===== src/rtl/pipe_ctrl.sv =====
// Hazard/stall/redirect control for a 4-stage in-order pipe; enables and flush are zero-latency.
// Priority redirect > multi-cycle EX stall > load-use hazard; stall_cnt saturates at all-ones.
module pipe_ctrl #(
  parameter int STALL_CNT_W = 16
) (
  input  logic                   clk,
  input  logic                   rst_n,
  input  logic                   ifu_vld,
  output logic                   if_rdy,
  input  logic                   id_uses_rs1,
  input  logic                   id_uses_rs2,
  input  logic [4:0]             id_rs1,
  input  logic [4:0]             id_rs2,
  input  logic                   ex_is_load,
  input  logic [4:0]             ex_rd,
  input  logic                   ex_busy,
  input  logic                   br_taken,
  output logic                   if_id_ld_en,
  output logic                   id_ex_ld_en,
  output logic                   ex_wb_ld_en,
  output logic                   id_vld,
  output logic                   ex_vld,
  output logic                   wb_vld,
  output logic                   flush,
  output logic [STALL_CNT_W-1:0] stall_cnt
);

  logic                   r_id_vld;
  logic                   r_ex_vld;
  logic                   r_wb_vld;
  logic [STALL_CNT_W-1:0] r_stall_cnt;

  logic w_ex_stall;
  logic w_hazard;
  logic w_redirect;
  logic w_rs1_match;
  logic w_rs2_match;
  logic w_cnt_max;

  assign w_ex_stall  = r_ex_vld & ex_busy;
  assign w_rs1_match = id_uses_rs1 & (id_rs1 == ex_rd);
  assign w_rs2_match = id_uses_rs2 & (id_rs2 == ex_rd);
  // x0 is never written, so a load targeting it cannot create a dependency
  assign w_hazard    = r_id_vld & r_ex_vld & ex_is_load & (ex_rd != 5'd0) &
                       (w_rs1_match | w_rs2_match);
  assign w_redirect  = r_ex_vld & br_taken & ~ex_busy;
  assign w_cnt_max   = &r_stall_cnt;

  assign if_rdy      = ~w_redirect & ~w_ex_stall & ~w_hazard;
  assign if_id_ld_en = w_redirect | (~w_ex_stall & ~w_hazard);
  assign id_ex_ld_en = ~w_ex_stall;
  assign ex_wb_ld_en = ~w_ex_stall;
  assign flush       = w_redirect;

  assign id_vld      = r_id_vld;
  assign ex_vld      = r_ex_vld;
  assign wb_vld      = r_wb_vld;
  assign stall_cnt   = r_stall_cnt;

  always_ff @(posedge clk or negedge rst_n) begin
    if (!rst_n) begin
      r_id_vld    <= 1'b0;
      r_ex_vld    <= 1'b0;
      r_wb_vld    <= 1'b0;
      r_stall_cnt <= '0;
    end else begin
      // A stall cycle drains EX into nothing, leaving a bubble in WB
      r_wb_vld <= r_ex_vld & ~w_ex_stall;

      if (!w_ex_stall) begin
        if (w_redirect || w_hazard) r_ex_vld <= 1'b0;
        else                        r_ex_vld <= r_id_vld;
      end

      if (w_redirect)                    r_id_vld <= 1'b0;
      else if (!w_ex_stall && !w_hazard) r_id_vld <= ifu_vld;

      if ((w_ex_stall || w_hazard) && !w_cnt_max)
        r_stall_cnt <= r_stall_cnt + 1'b1;
    end
  end

endmodule


===== config.mk =====
export PLATFORM = sky130hd
export DESIGN_NAME = pipe_ctrl
export DESIGN_NICKNAME = d
export VERILOG_FILES = /design/src/rtl/pipe_ctrl.sv
export SDC_FILE = /design/constraint.sdc
export NUM_CORES = 1
export LEC_CHECK = 0
export ABC_CLOCK_PERIOD_IN_PS = 2500
export CORE_MARGIN = 2
export CORE_UTILIZATION = 30
export DETAILED_ROUTE_END_ITERATION = 8
export PLACE_DENSITY = 0.66
export SYNTH_ARGS = -nofsm -noshare
export SYNTH_HDL_FRONTEND = slang
export SYNTH_SLANG_ARGS = --single-unit
export TNS_END_PERCENT = 1

===== constraint.sdc =====
create_clock -name clk -period 2.5 [get_ports clk]
set_input_delay 0.375 -clock clk [delete_from_list [all_inputs] [get_ports clk]]
set_output_delay 0.375 -clock clk [all_outputs]
set_load 0.01 [all_outputs]

==> metrics.md, run 1 <==
| Metric | Value |
|---|---|
| Status | finished clean |
| Slew HR | 0.770 |
| Final Non-Filler Cells | 212 |
| GPL Wtd Cong | between 0.7 and 0.8 |
| TritonCTS buffer count | 3 |
| Placed Instances | 208 |
| Hold Path Class | primary input to asynchronous set/reset pin |
| XOR/XNOR Fraction of Synth Area | 0.152 |
| Sequential group share of total power | 0.445 |
| Worst EP required | 2.12 ns |
| Max VDD drop | 0.287 mV |
| Setup slack, reg-to-reg | roughly 0.60 ns |
| Worst clock skew | roughly 0.0014 ns |
| Synth Area in Compound Gates | 0.114 |
| CP delay by family, top | simple AND/OR/NAND/NOR gates |
| Power Total | 0.00102 W |
| P per Cell Area | 607 nW/um2 |
| Place WS | -0.332 ns |
| Sink Count | 19 |
| DR vias | approximately 1.0k |
| Async SR Flop Fraction | 1.00 |
| Hold buffer count at cts | 0 |
| Setup CP Type | primary input to output port |
| #FFs+latches synth | 19 |
| Pint | 0.000665 W |
| Reg2reg end | stall_cnt[7] |
| Core box area | about 3400 um2 |
| Post-synth cell types | 33 |
| Total Routing Usage GR | 0.148 |
| Buffers & Inverters on Critical Path | 2 |
| Layout area overhead | 53.3% |
| Final antenna diode count | 0 |
| First-pass GRT wire length | 4890 um |
| RR Startpoint | stall_cnt[0] |
| Layout cells sized above 1 | 0.114 |
| Total grt overflow | 0 |
| Worst Setup Slack, final | 0.0694 ns |
| Slew Viols, Final | 0 |
| Syn Inst Count | 110 |
| Synthesized cell area | around 1100 um2 |
| CTS tree | built |
| Root Buffer Master | clkbuf_4 |
| Net Count, Synth | ~130 |
| Worst-skew pair later-pin latency | 0.29 ns |
| CP peak stage delay | 0.41 ns |
| Switching Share | 0.347 |
| Comb pwr share | 0.404 |
| Largest net degree at the start of global routing | 20 |
| Setup-failing EPs final | 0 |
| RSZ-0062 raised after global routing | false |
| Cell Rows | 21 |
| Switch Pwr | 0.000354 W |
| Setup crit start kind | primary input |
| Min Tclk post-route | 2.43 ns |
| Number of I/O pins | 47 |
| Wire per inst | 13.3 um |
| Largest family of logic cells by synthesized area | simple AND/OR/NAND/NOR gates |
| Worst EP arrival | 2.06 ns |
| Post-Synth Simple-Gate Area | 0.249 |
| Critical Path Sink Type | output port |
| Register area share after synthesis | 0.435 |
| Final Hold Vio Count | 0 |
| Max Clock Freq | ~410 MHz |
| H-tree levels | 1 |
| Die width | between 60 and 70 um |
| Vias/cell | between 4 and 5 |
| Total wire length | ~2800 um |
| Vias in the first global route | 1112 |
| Die Y | 64.4 um |
| Max Root-Sink Buffers | 2 |
| Leak pwr | 0.690 nW |
| Initial antenna violation count | 0 |
| Nets@finish | 191 |
| Post-route design area | 1680 um2 |
| HPWL after detailed placement | 2160 um |
| DR iter-0 viols | 36 |
| DRC | 0 |
| Initial core utilization | 0.320 |
| Post-synth EDFFs | 0 |
| Syn avg cell area | 9.94 um2 |
| Ys Warns | 0 |
| Ys flop type | dfrtp_1 |
| Hold Worst Slack | 0.398 ns |
| IO Port Bufs | 46 |
| Clk slew on worst S/H paths | 0.10 ns |
| Synth area leader | dfrtp_1 |
| Crit share post-route | 0.972 |
| Worst-path maximum fanout | 2 |
| Synth top area cells | dfrtp_1, xnor2_1, xor2_1 |
| Post-synthesis mux area share | 0.0137 |
| Clk pwr share | 0.152 |
| Worst-Margin Slew | between 0.3 and 0.4 ns |
| Adder-cell share of the synthesized area | 0.0114 |
| Die area | roughly 4100 um2 |
| Slowest-stage cell, CP | clkdlybuf4s50_1 |
| Post-DP Area | 1650 um2 |
| Share of the synthesized area in the top cell type | 0.435 |
| R2r worst-path depth | 7 |
| Max_cap viols | 0 |
| Drt pass-1 iters | 4 |
| Antenna-violating nets left | 0 |
| Worst path cell trace | clkdlybuf4s50_1 -> xor2_1 -> nor4_2 -> a32oi_1 -> or2_4 -> and3_2 -> clkdlybuf4s15_1 |
## area by class of cell
| cell class | instances | area [um2] |
|---|---|---|
| clock buffers | 4 | 26.3 |
| repair buffers | 54 | 514 |
| multi-input cells | 87 | 596 |
| inverters | 2 | 7.51 |
| well taps | 46 | 57.6 |
| fillers | 329 | 1740 |
| flip-flops and latches | 19 | 475 |
## cell usage after synthesis, drive strengths merged, types with 2 or more instances
cell type  number
a31oi           5
and2            2
xnor2          10
dfrtp          19
nor2            8
and3            7
nand2           7
nand4           4
xor2            9
buf             2
nand3          12
o21ai           2
nor4            2
and4            2
a21oi           6
inv             2
## layout by cell type (no fill, tap or decap), drive strengths merged, types with 2 or more instances in the layout
cell type / synthesis / layout
a21oi: 6 / 6
a31oi: 5 / 5
and2: 2 / 2
and3: 7 / 7
and4: 2 / 2
buf: 2 / 8
clkbuf: 0 / 4
clkdlybuf4s50: 0 / 40
dfrtp: 19 / 19
dlygate4sd2: 0 / 5
inv: 2 / 2
nand2: 7 / 7
nand3: 12 / 12
nand4: 4 / 4
nor2: 8 / 8
nor4: 2 / 2
o21ai: 2 / 2
xnor2: 10 / 10
xor2: 9 / 9
## stage by stage
stage | utilization | setup TNS [ns]
3_3_place_gp | 0.484 | -0.584
3_5_place_dp | 0.484 | -0.650
6_report | 0.491 | 0
5_1_grt | 0.491 | 0
4_1_cts | 0.490 | 0
2_1_floorplan | - | 0
## per-layer routing
metal | wire, um | vias to the layer above | GRT usage
li1 | - | 514 | -
met1 | 1250 | 471 | 0.175
met2 | 1360 | 45 | 0.267
met3 | 215 | 0 | 0.0317
met4 | 0 | 0 | 0.0399
met5 | 0 | - | 0
## worst max-delay path by stage
stage | from | endpoint | cells past startpoint
after floorplan | ex_rd[0] | if_id_ld_en | 5
after global placement | ex_rd[4] | if_rdy | 7
after detailed placement | ex_rd[0] | if_rdy | 6
after CTS | id_rs2[2] | if_rdy | 7
after global routing | id_rs2[4] | if_rdy | 7
final | id_rs1[3] | if_rdy | 7
## logic make-up (layout without fill, tap and decap cells)
family          after synthesis  after routing
compound gates               17             17
simple gates                 49             49
mux                           1              1
flops                        19             19
xor+xnor                     19             19
fa+ha+maj                     1              1
buf+inv                       4             60
## power by group through the flow
| stage | clock [W] | combinational [W] | sequential, W |
|---|---|---|---|
| 2_1_floorplan | 0 | 0.000166 | 0.000469 |
| 3_3_place_gp | 0 | 0.000412 | 0.000456 |
| 3_5_place_dp | 0 | 0.000416 | 0.000457 |
| 4_1_cts | 0.000162 | 0.000415 | 0.000453 |
| 5_1_grt | 0.000177 | 0.000447 | 0.000466 |
| 6_report | 0.000155 | 0.000411 | 0.000453 |
## sequential cells by signal, summed over array words and instances (netlist names)
register,flops
ex_vld,1
id_vld,1
stall_cnt,16
wb_vld,1
## repair_timing
item,4_1_cts,5_1_grt
gates cloned,0,0
endpoints found under the setup margin,2,1
pin swaps,2,2
gates resized for setup,7,1
setup buffers,0,0
No activity file was read; power rests on OpenSTA's default activity.
==> run 2: changes to the inputs <==
Settings changed: HOLD_SLACK_MARGIN set to 0.15.
==> results of run 2 <==
Final layout, timing and power as in run 1 (identical DEF).
==> run 3: changes to the inputs <==
Settings changed: SETUP_SLACK_MARGIN set to 0.2.
==> run 3 against run 2 <==
Against the previous run: hold slack hardly changed; maximum frequency is 8.2% higher; final cell count is 0.47% higher; critical path depth stayed put; global-route usage stayed put; worst setup slack better by 0.18 ns; count of clock-buffer cells in the layout stayed put; clock power hardly changed; routed wire length is 1.9% higher; flip-flop and latch count stayed put; critical path type unchanged; largest cell class unchanged; largest power group unchanged.
==> metrics.md, run 3 (synthesis gave the netlist of run 1 again) <==
| Metric | Value |
|---|---|
| Status | finished clean |
| Initial core utilization | 0.320 (unchanged) |
| Max reg flops | 16 (unchanged) |
| Vias/cell | 4.85 (-0.18%) |
| Switching Share | 0.347 (about the same) |
| M3 GR Usage | 0.0317 (unchanged) |
| Critical Path Sink Type | output port |
| DRC | 0 (unchanged) |
| Comb pwr share | 0.405 (about the same) |
| Drt pass-1 iters | 4 (unchanged) |
| Final Non-Filler Cells | 213 (+0.47%) |
| IO Port Bufs | 46 (unchanged) |
| Max VDD drop | 0.287 mV (about the same) |
| TritonCTS buffer count | 3 (unchanged) |
| Total grt overflow | 0 (unchanged) |
| Setup-failing EPs final | 0 (unchanged) |
| Layout cells sized above 1 | 0.132 (+0.0173) |
| Hold Worst Slack | 0.398 ns (-0.000126 ns) |
| Pint | 0.000667 W (+0.29%) |
| Leak pwr | 0.751 nW (+8.9%) |
| Cell Rows | 21 (unchanged) |
| Initial antenna violation count | 0 (unchanged) |
| Total wire length | 2880 um (+1.9%) |
| HPWL after detailed placement | 2160 um (unchanged) |
| Leading cell type in the layout, fill and taps excluded | clkdlybuf4s50_1 |
| Switch Pwr | 0.000355 W (+0.28%) |
| Setup CP Type | primary input to output port |
| Vias in the first global route | 1112 (unchanged) |
| Core box area | 3420 um2 (unchanged) |
| Die Y | 64.4 um (unchanged) |
| Worst EP arrival | 1.87 ns (-0.19 ns) |
| Sink Count | 19 (unchanged) |
| Worst path cell trace | clkdlybuf4s50_1 -> xor2_1 -> nor4_2 -> a32oi_1 -> or2_4 -> and3_4 -> buf_6 |
| RSZ-0062 raised after global routing | false |
| Slew HR | 0.770 (about the same) |
| Worst-Margin Slew | 0.344 ns (+0.000180 ns) |
| DR vias | 1033 (+0.29%) |
| Layout area overhead | 55.5% |
| Number of I/O pins | 47 (unchanged) |
| GRT Max-Usage Layer | met2 |
| Max Root-Sink Buffers | 2 (unchanged) |
| Slowest-stage cell, CP | clkdlybuf4s50_1 |
| Commonest cells after routing, fill and taps aside | clkdlybuf4s50_1, dfrtp_1, nand3_1, xnor2_1 |
| Worst-path maximum fanout | 2 (unchanged) |
| Max Clock Freq | 445 MHz (+8.2%) |
| Total Routing Usage GR | 0.148 (unchanged) |
| Crit share post-route | 0.898 (-0.0738) |
| DR iter-0 viols | 31 (-14%) |
| Final Hold Vio Count | 0 (unchanged) |
| Die area | 4140 um2 (unchanged) |
| Worst-skew pair later-pin latency | 0.29 ns (about the same) |
| Met1 GRT Util | 0.175 (unchanged) |
| Hold Path Class | primary input to asynchronous set/reset pin |
| Met2 usage | 0.267 (unchanged) |
| H-tree levels | 1 (unchanged) |
| Reg2reg end | stall_cnt[7] |
| Clk pwr share | 0.151 (about the same) |
| CP peak stage delay | 0.41 ns (about the same) |
| RR Startpoint | stall_cnt[0] |
| First-pass GRT wire length | 4890 um (unchanged) |
| Worst clock skew | 0.00155 ns (+0.000117 ns) |
| Root Buffer Master | clkbuf_4 |
| Antenna-violating nets left | 0 (unchanged) |
| Wire per inst | 13.5 um (+1.4%) |
| Sequential group share of total power | 0.443 (-0.002) |
| Placed Instances | 208 (unchanged) |
| Clk slew on worst S/H paths | 0.10 ns (about the same) |
| Hold buffer count at cts | 0 (unchanged) |
| Slew Viols, Final | 0 (unchanged) |
| Final antenna diode count | 0 (unchanged) |
| GPL Wtd Cong | 0.734 (unchanged) |
| Nets@finish | 192 (+0.52%) |
| R2r worst-path depth | 7 (unchanged) |
| Max_cap viols | 0 (unchanged) |
| P per Cell Area | 601 nW/um2 (-1.1%) |
| Largest net degree at the start of global routing | 20 (unchanged) |
| Setup slack, reg-to-reg | 0.60 ns (about the same) |
| Setup crit start kind | primary input |
| CTS tree | built |
| Min Tclk post-route | 2.25 ns (-0.184 ns) |
| Die width | 64.4 um (unchanged) |
| Worst EP required | 2.12 ns (about the same) |
## run 3: cell types whose count changed in the layout (fill, tap and decap cells not counted), sizes merged
cell	previous run	this run
clkdlybuf4s15	1	0
clkdlybuf4s50	40	34
dlymetal6s2s	0	6
dlygate4sd2	5	4
buf	8	11
## run 3: cell type report
cell class              count  area [um2]
fillers                   326        1720
multi-input cells          87         599
repair buffers             55         534
flip-flops and latches     19         475
well taps                  46        57.6
clock buffers               4        26.3
inverters                   2        7.51
## run 3: metrics by stage
stage	total power, W	cell area [um2]	setup WS [ns]	setup TNS (ns)	util
after floorplan	0.000635	1090	0.610	0	-
after global placement	0.000868	1650	-0.312	-0.584	0.484
after detailed placement	0.000873	1650	-0.332	-0.650	0.484
after CTS	0.00103	1670	0.165	0	0.488
after global routing	0.00109	1700	0.215	0	0.498
final	0.00102	1700	0.254	0	0.498
## run 3: repair_timing
| action | 4_1_cts | 5_1_grt |
|---|---|---|
| setup buffers | 0 | 1 |
| setup endpoints to repair | 2 | 2 |
| cloned | 0 | 0 |
| gates resized for setup | 13 | 8 |
| pin swaps | 3 | 4 |
## run 3: power groups by stage
stage               Combinational (W)  Clock [W]  Sequential, W
floorplan                    0.000166          0       0.000469
global placement             0.000412          0       0.000456
detailed placement           0.000416          0       0.000457
CTS                          0.000413   0.000162       0.000453
global route                 0.000451   0.000177       0.000466
finish                       0.000414   0.000155       0.000453
## run 3: worst max-delay path by stage
| stage | from | slack [ns] | end | depth (start not counted) |
|---|---|---|---|---|
| floorplan | ex_rd[0] | 0.61 | if_id_ld_en | 5 |
| global placement | ex_rd[4] | -0.31 | if_rdy | 7 |
| detailed placement | ex_rd[0] | -0.33 | if_rdy | 6 |
| CTS | id_rs2[2] | 0.17 | if_rdy | 7 |
| global route | id_rs1[4] | 0.22 | if_rdy | 7 |
| finish | id_rs1[4] | 0.25 | if_rdy | 7 |
## run 3: per-layer routing
layer / share of wire / vias to the layer above
met5: 0 / -
met4: 0 / 0
met3: 0.079 / 0
met2: 0.49 / 43
met1: 0.44 / 473
li1: - / 517
## run 3: worst max-delay path: cells and delay by family
family / cells / cell delay [ns]
buffers and inverters: 2 / 0.52
and+or+nand+nor: 3 / 0.67
AOI/OAI and AO/OA: 1 / 0.15
xor gates and xnor gates: 1 / 0.16
